## src/rtl/ram_tdp_sync.sv

```systemverilog
// rtl/ram_tdp_sync.sv - true dual-port synchronous RAM, byte enables, collision flag
// Define RAM_TDP_OUTREG_EN to add an output register stage per port (read latency 2).
module ram_tdp_sync #(
   parameter int WIDTH     = 8,
   parameter int DEPTH     = 16,
   parameter int DEPTH_LOG = $clog2(DEPTH),
   parameter int READ_MODE = 0
) (
   input  logic                 clk,
   input  logic                 rst_n,
   input  logic                 en_a,
   input  logic                 we_a,
   input  logic [WIDTH/8-1:0]   be_a,
   input  logic [DEPTH_LOG-1:0] addr_a,
   input  logic [WIDTH-1:0]     wdata_a,
   output logic [WIDTH-1:0]     rdata_a,
   output logic                 rvalid_a,
   input  logic                 en_b,
   input  logic                 we_b,
   input  logic [WIDTH/8-1:0]   be_b,
   input  logic [DEPTH_LOG-1:0] addr_b,
   input  logic [WIDTH-1:0]     wdata_b,
   output logic [WIDTH-1:0]     rdata_b,
   output logic                 rvalid_b,
   output logic                 collision
);
   localparam int NB = WIDTH / 8;

   logic [WIDTH-1:0] mem_q [DEPTH];

   logic             in_a, in_b, wr_a, wr_b, same_ww, coll_d;
   logic [WIDTH-1:0] old_a, old_b, mrg_a, mrg_b, mrg_ab;
   logic [WIDTH-1:0] rdata_a_d, rdata_b_d, rdata_a_q, rdata_b_q;
   logic             rvalid_a_q, rvalid_b_q, coll_q;

   always_comb begin
      in_a    = int'(addr_a) < DEPTH;
      in_b    = int'(addr_b) < DEPTH;
      old_a   = in_a ? mem_q[addr_a] : '0;
      old_b   = in_b ? mem_q[addr_b] : '0;
      wr_a    = rst_n & en_a & we_a & in_a & (|be_a);
      wr_b    = rst_n & en_b & we_b & in_b & (|be_b);
      same_ww = wr_a & wr_b & (addr_a == addr_b);
      coll_d  = en_a & en_b & (addr_a == addr_b) & (we_a | we_b);
   end

   // mrg_ab is only used when both ports write one word, so old_a == old_b there
   always_comb begin
      mrg_a  = '0;
      mrg_b  = '0;
      mrg_ab = '0;
      for (int i = 0; i < NB; i++) begin
         mrg_a[8*i +: 8]  = be_a[i] ? wdata_a[8*i +: 8] : old_a[8*i +: 8];
         mrg_b[8*i +: 8]  = be_b[i] ? wdata_b[8*i +: 8] : old_b[8*i +: 8];
         mrg_ab[8*i +: 8] = be_a[i] ? wdata_a[8*i +: 8] : mrg_b[8*i +: 8];
      end
   end

   always_ff @(posedge clk) begin
      if (wr_a) mem_q[addr_a] <= same_ww ? mrg_ab : mrg_a;
      if (wr_b && !same_ww) mem_q[addr_b] <= mrg_b;
   end

   always_comb begin
      rdata_a_d = rdata_a_q;
      if (en_a) begin
         if (!in_a)                        rdata_a_d = '0;
         else if (we_a && READ_MODE == 1)  rdata_a_d = mrg_a;
         else if (we_a && READ_MODE == 2)  rdata_a_d = rdata_a_q;
         else                              rdata_a_d = old_a;
      end
   end

   always_comb begin
      rdata_b_d = rdata_b_q;
      if (en_b) begin
         if (!in_b)                        rdata_b_d = '0;
         else if (we_b && READ_MODE == 1)  rdata_b_d = mrg_b;
         else if (we_b && READ_MODE == 2)  rdata_b_d = rdata_b_q;
         else                              rdata_b_d = old_b;
      end
   end

   always_ff @(posedge clk or negedge rst_n) begin
      if (!rst_n) begin
         rdata_a_q  <= '0;
         rdata_b_q  <= '0;
         rvalid_a_q <= 1'b0;
         rvalid_b_q <= 1'b0;
         coll_q     <= 1'b0;
      end else begin
         rdata_a_q  <= rdata_a_d;
         rdata_b_q  <= rdata_b_d;
         rvalid_a_q <= en_a;
         rvalid_b_q <= en_b;
         coll_q     <= coll_d;
      end
   end

`ifdef RAM_TDP_OUTREG_EN
   logic [WIDTH-1:0] rdata_a_o_q, rdata_b_o_q;
   logic             rvalid_a_o_q, rvalid_b_o_q, coll_o_q;

   // The final stage only loads on a valid beat so idle cycles hold the last read
   always_ff @(posedge clk or negedge rst_n) begin
      if (!rst_n) begin
         rdata_a_o_q  <= '0;
         rdata_b_o_q  <= '0;
         rvalid_a_o_q <= 1'b0;
         rvalid_b_o_q <= 1'b0;
         coll_o_q     <= 1'b0;
      end else begin
         if (rvalid_a_q) rdata_a_o_q <= rdata_a_q;
         if (rvalid_b_q) rdata_b_o_q <= rdata_b_q;
         rvalid_a_o_q <= rvalid_a_q;
         rvalid_b_o_q <= rvalid_b_q;
         coll_o_q     <= coll_q;
      end
   end

   assign rdata_a   = rdata_a_o_q;
   assign rdata_b   = rdata_b_o_q;
   assign rvalid_a  = rvalid_a_o_q;
   assign rvalid_b  = rvalid_b_o_q;
   assign collision = coll_o_q;
`else
   assign rdata_a   = rdata_a_q;
   assign rdata_b   = rdata_b_q;
   assign rvalid_a  = rvalid_a_q;
   assign rvalid_b  = rvalid_b_q;
   assign collision = coll_q;
`endif

endmodule

```

## config.mk

```make
export PLATFORM = sky130hd
export DESIGN_NAME = ram_tdp_sync
export DESIGN_NICKNAME = d
export VERILOG_FILES = /design/src/rtl/ram_tdp_sync.sv
export SDC_FILE = /design/constraint.sdc
export NUM_CORES = 1
export LEC_CHECK = 0
export CAP_MARGIN = 20
export CORE_MARGIN = 3
export CORE_UTILIZATION = 50
export DETAILED_ROUTE_END_ITERATION = 7
export PLACE_DENSITY = 0.73
export SETUP_SLACK_MARGIN = 0.15
export SLEW_MARGIN = 20
export SYNTH_ARGS = -nofsm -noshare
export SYNTH_HDL_FRONTEND = slang
export SYNTH_SLANG_ARGS = --single-unit
```

## constraint.sdc

```tcl
create_clock -name clk -period 2 [get_ports clk]
set_input_delay 0.4 -clock clk [delete_from_list [all_inputs] [get_ports clk]]
set_output_delay 0.4 -clock clk [all_outputs]
set_load 0.01 [all_outputs]
```

Word level (Yosys, flattened, before mapping)
Memory sizes are Yosys's and may differ from the RTL's. Index checks and enable logic that the tools add are counted.

Equal/unequal tests: 1. Order comparisons: 0. Mux-type cells: 8. Reduce and logical (&&, ||, !) cells: 2. $add $sub $neg: 0. Bitwise logic cells: 12. Multipliers: 0. Shifts and indexed selects: 0. Divide/modulo/power cells: 0.

Operator list (count): 8-bit two-way mux (4); 1-bit AND (11); 4-bit == test (1); 1-bit two-way mux (4); 1-bit logical AND (1); 1-bit zero test (1); 1-bit bitwise OR (1).

Memories kept: 1. Memory bits (read-only): 0. Bits in latches: 0. Bits in writable memories: 128. Register bits after elaboration: 19. Output and inout bits: 19.

Memories: mem_q (depth 16, width 8, read ports 2, clocked after Yosys merged registers in 0, wr ports 2, line 29) `logic [WIDTH-1:0] mem_q [DEPTH];`.

Depth between registers and ports, before layout
Word-level depth: 9. Mapped depth: 8.

Worst setup path before layout
No wires, ideal clock.

Path kind: input-to-reg. From: in en_a. To: mem mem_q[12][0], enable pin. Setup time: 0.384 ns. Stages on the path: 7. Path slack: -0.442 ns. Data required time: 1.616 ns. Path buffers: 4. Data arrival time: 2.058 ns. Cells stage by stage: buf_2 -> and4_1 -> clkbuf_1 -> buf_2 -> buf_2 -> nand3_1 -> o21ai_0.

RTL lines: from (decl) (line 11) `input logic en_a,`; to (decl) (line 29).

==> impl.org <==
** Power and ir drop
- For this design the static power due to leakage is 4.74 nW.
- For this design the ratio of total power to cell area is 633 nW/µm².
- Max IR drop VDD :: 521 µV

** Cells and area
- Of the cells placed in the final design, the portion with a size suffix greater than 1 is 34.9%.
- From synthesis to final layout, the design area changed by 30.7%.
- For this run, the number of standard cells in the final layout without fillers is 1254.
- The number of antenna diodes in the final layout is 0.
- After routing the design area is 13100 µm².
- At the end of the flow, the number of nets in the layout was 1008.

** GRT
- Remaining global-route overflow :: 0
- Number of antenna violations at the first check in global routing :: 0
- The number of global-route vias before repair came to 8612.
- Total Routing Usage GR :: 34.7%
- Entering global routing, the biggest net connects 25 pins.
- The first global-routing pass estimated 56000 µm of wire.

** Floorplanning
- Initial core utilization :: 51.2%
- Die H :: 147 µm
- For this design the top-level I/O count stands at 51.
- The floorplan step defined a die boundary enclosing 21700 µm².
- In this run the horizontal extent of the chip is 147 µm.
- Row generation in the floorplan step produced 51 rows.
- The core region is 19500 µm².

** Job
- Max-cap violations in this run came to 0.

** Yosys
- Synth cell types :: 50
- Number of warnings issued by yosys :: 0
- The most used flip-flop cell after synthesis is sky130_fd_sc_hd__edfxtp_1.
- FFs w/ async S/R, synth :: 12.9%
- Sorting the synthesized cells by area gives the leading types as sky130_fd_sc_hd__edfxtp_1 38%, sky130_fd_sc_hd__a211oi_1 9.6%, sky130_fd_sc_hd__a31oi_1 8.5%, sky130_fd_sc_hd__mux2i_1 6.4%, sky130_fd_sc_hd__mux4_1 5.5%.
- Of the post-synthesis cell area, the part taken by muxes is 16.2%.
- Synthesis inferred 147 register bits.
- The synthesized design contains 128 enable-type register cells.
- The synthesized netlist devotes 6.30% of its cell area to simple gates.
- Largest family of logic cells by synthesized area :: compound AO/OA/AOI/OAI gates
- The synthesized netlist devotes 25.7% of its cell area to compound gates.
- Adder-Cell Fraction of Synth Area :: 0%
- Cell type with the largest total area after synthesis :: sky130_fd_sc_hd__edfxtp_1
- In the synthesized netlist, the number of instances is 831.
- Summing the areas of all xor and xnor instances in the mapped netlist gives 0.350% of the synthesized area.
- Sequential element share of the synthesized area :: 43.2%
- Post-synthesis instance area :: 10000 µm²
- Number of nets in the synthesized netlist :: 863
- Each instance of the synthesized netlist takes up on average 12.0 µm².
- Post-synth top area share :: 38.4%

** Timing
- At the pin with the least slew margin, the transition time is 0.486 ns.
- Of the available clock period, the critical path in the final layout requires 92.8%.
- Setup violations remaining at the end of the flow were counted as 0.
- Post-Route Skew :: 0.0138 ns
- Hold timing on the final database bottoms out at a slack of 0.117 ns.
- For the finished layout, the period the worst path requires is 1.86 ns.
- Setup repair after global routing could not meet its margin everywhere.
- The worst pin sits at a relative slew slack of 67.6%.
- Across all setup checks in the final design, the least slack found is 0.143 ns.
- The number of max-slew violations in the final report came to 0.
- Fmax :: 539 MHz
- Count of endpoints failing hold in the final timing report :: 0

** Critical path
- Kind of start point of the critical path :: flip-flop
- At the worst endpoint, the arrival time is 2.17 ns.
- Setup crit end kind :: flip-flop
- Category of the most critical setup path :: flip-flop to flip-flop
- Of all nets on the critical path, the largest fanout is 2.
- Worst EP required :: 2.31 ns

** Clock network
- CTS placed an instance of sky130_fd_sc_hd__clkbuf_16 at the clock tree root.
- H-tree lvl count :: 4
- TritonCTS Buffers :: 17
- Total of hold buffers inserted after clock tree synthesis :: 0
- TritonCTS built the clock tree.
- Number of sinks handled by clock tree synthesis :: 147
- Buffer depth of the longest clock path :: 2
- Clock edge transition at the registers on the reported setup and hold paths :: 0.06 ns
- Clock latency on the worst-skew pair, taken at its later pin, is 0.44 ns.

** Detailed routing
- After detailed routing, the average wire length per cell comes to 30.3 µm.
- Detailed Route Iter0 Violations :: 1250
- The routed layout has 9154 vias.
- Total wire length :: 38000 µm
- The pre-antenna-repair detailed-routing pass consisted of 6 iterations.
- Via density per instance :: 7.30
- Number of antenna-violating nets in the routed design :: 0
- In the routed design, unresolved DRC markers number 0.

** Status
- Status :: finished clean

** Placement
- Placed instance area :: 12300 µm²
- HPWL after detailed placement :: 28000 µm
- Input and output buffers added on the ports amount to 50.
- Cell count after placement :: 1215
- At the placement stage, the worst setup path has a slack of -0.482 ns.
- GPL Wtd Cong :: 1.02

** Hold path
- In this run the worst hold path is classified as input port to async pin.
## worst max-delay path: stages (launching register included)
cell	delay (ns)
sky130_fd_sc_hd__edfxtp_1	0.49
sky130_fd_sc_hd__mux4_4	0.65
sky130_fd_sc_hd__mux2_2	0.30
sky130_fd_sc_hd__a22oi_2	0.21
sky130_fd_sc_hd__o21ai_1	0.09
## layer usage
metal,up-vias,GRT usage [%],wire length [µm]
met1,4404,46.2,13900
met5,-,0,0
met4,0,13.7,1810
met2,831,53.3,17000
met3,131,11.1,5340
li1,3788,-,-
## path summary, 6_finish.rpt
check                      slack (ns)        start          to  cells past startpoint
max reg2reg                      0.14  mem_q[1][1]  rdata_b[1]                      4
min reg2reg                      0.52   rdata_b[4]  rdata_b[4]                      2
max                              0.14  mem_q[1][1]  rdata_b[1]                      4
max in group asynchronous        1.69        rst_n   collision                      2
min                              0.12        rst_n    rvalid_b                      2
min in group clk                 0.34         we_b   collision                      3
## cell usage after synthesis, drive strengths merged (4+ instances only)
| cell | n |
|---|---|
| a31oi | 136 |
| a211oi | 128 |
| edfxtp | 128 |
| buf | 90 |
| mux2i | 64 |
| a22oi | 39 |
| mux4 | 32 |
| nand3 | 28 |
| clkbuf | 26 |
| o21ai | 21 |
| dfrtp | 19 |
| mux2 | 16 |
| nor2 | 15 |
| and2 | 12 |
| a21o | 10 |
| nand3b | 9 |
| inv | 8 |
| a32oi | 7 |
| nand4 | 7 |
| o2111ai | 6 |
| nor2b | 5 |
| nand2 | 4 |
| xnor2 | 4 |
## registers in the layout (all words and copies together) (netlist names)
| name | flops |
|---|---|
| collision | 1 |
| mem_q | 128 |
| rdata_a | 8 |
| rdata_b | 8 |
| rvalid_a | 1 |
| rvalid_b | 1 |
## cell type report
type,instances,area [µm²]
Clock buffer,17,425
Clock inverter,15,145
Fill cell,1374,6460
Inverter,8,30.0
Multi-Input combinational cell,558,5140
Sequential cell,147,4320
Tap cell,265,332
Timing Repair Buffer,244,2670
## logic make-up after synthesis
logic type      count (synthesis)
mux                           112
simple gates                   90
flops                         147
buf+inv                       126
compound gates                352
xor+xnor                        4
## where the power goes
group / switching (mW) / leakage, nW / internal [mW]
Combinational: 0.893 / 3.09 / 0.767
Sequential: 0.0423 / 1.38 / 3.44
Clock: 1.39 / 0.273 / 1.74
Total: 2.33 / 4.74 / 5.95
## per-stage QoR
stage                     TNS (ns)  power, mW  util (%)
after global placement      -92.42       5.07      62.9
after detailed placement   -102.24       5.12      62.9
after CTS                        0       8.21      66.5
after global routing             0       8.49      66.9
after floorplan                  0       4.39         -
final                            0       8.28      66.9
## cells in the final DEF, fill, tap and decap left out, types with 10 or more instances in the layout
| master | n |
|---|---|
| sky130_fd_sc_hd__buf_4 | 132 |
| sky130_fd_sc_hd__nand3_1 | 11 |
| sky130_fd_sc_hd__buf_12 | 55 |
| sky130_fd_sc_hd__a22oi_2 | 17 |
| sky130_fd_sc_hd__dfrtp_1 | 19 |
| sky130_fd_sc_hd__nand3_2 | 17 |
| sky130_fd_sc_hd__o21ai_4 | 11 |
| sky130_fd_sc_hd__dlygate4sd2_1 | 11 |
| sky130_fd_sc_hd__mux4_1 | 19 |
| sky130_fd_sc_hd__nor2_1 | 12 |
| sky130_fd_sc_hd__a211oi_1 | 126 |
| sky130_fd_sc_hd__mux4_2 | 12 |
| sky130_fd_sc_hd__clkbuf_16 | 18 |
| sky130_fd_sc_hd__and2_1 | 10 |
| sky130_fd_sc_hd__mux2_2 | 16 |
| sky130_fd_sc_hd__mux2i_1 | 64 |
| sky130_fd_sc_hd__a31oi_1 | 133 |
| sky130_fd_sc_hd__edfxtp_1 | 128 |
| sky130_fd_sc_hd__clkdlybuf4s50_1 | 35 |
| sky130_fd_sc_hd__a22oi_1 | 22 |
## what timing repair did
item | CTS | global route
pin swaps | 6 | 3
setup endpoints to repair | 255 | 120
gates cloned | 0 | 1
resized for setup | 31 | 14
hold endpoints to repair | 0 | 0
buffers inserted | 5 | 1
(Power assumes the default switching activity.)
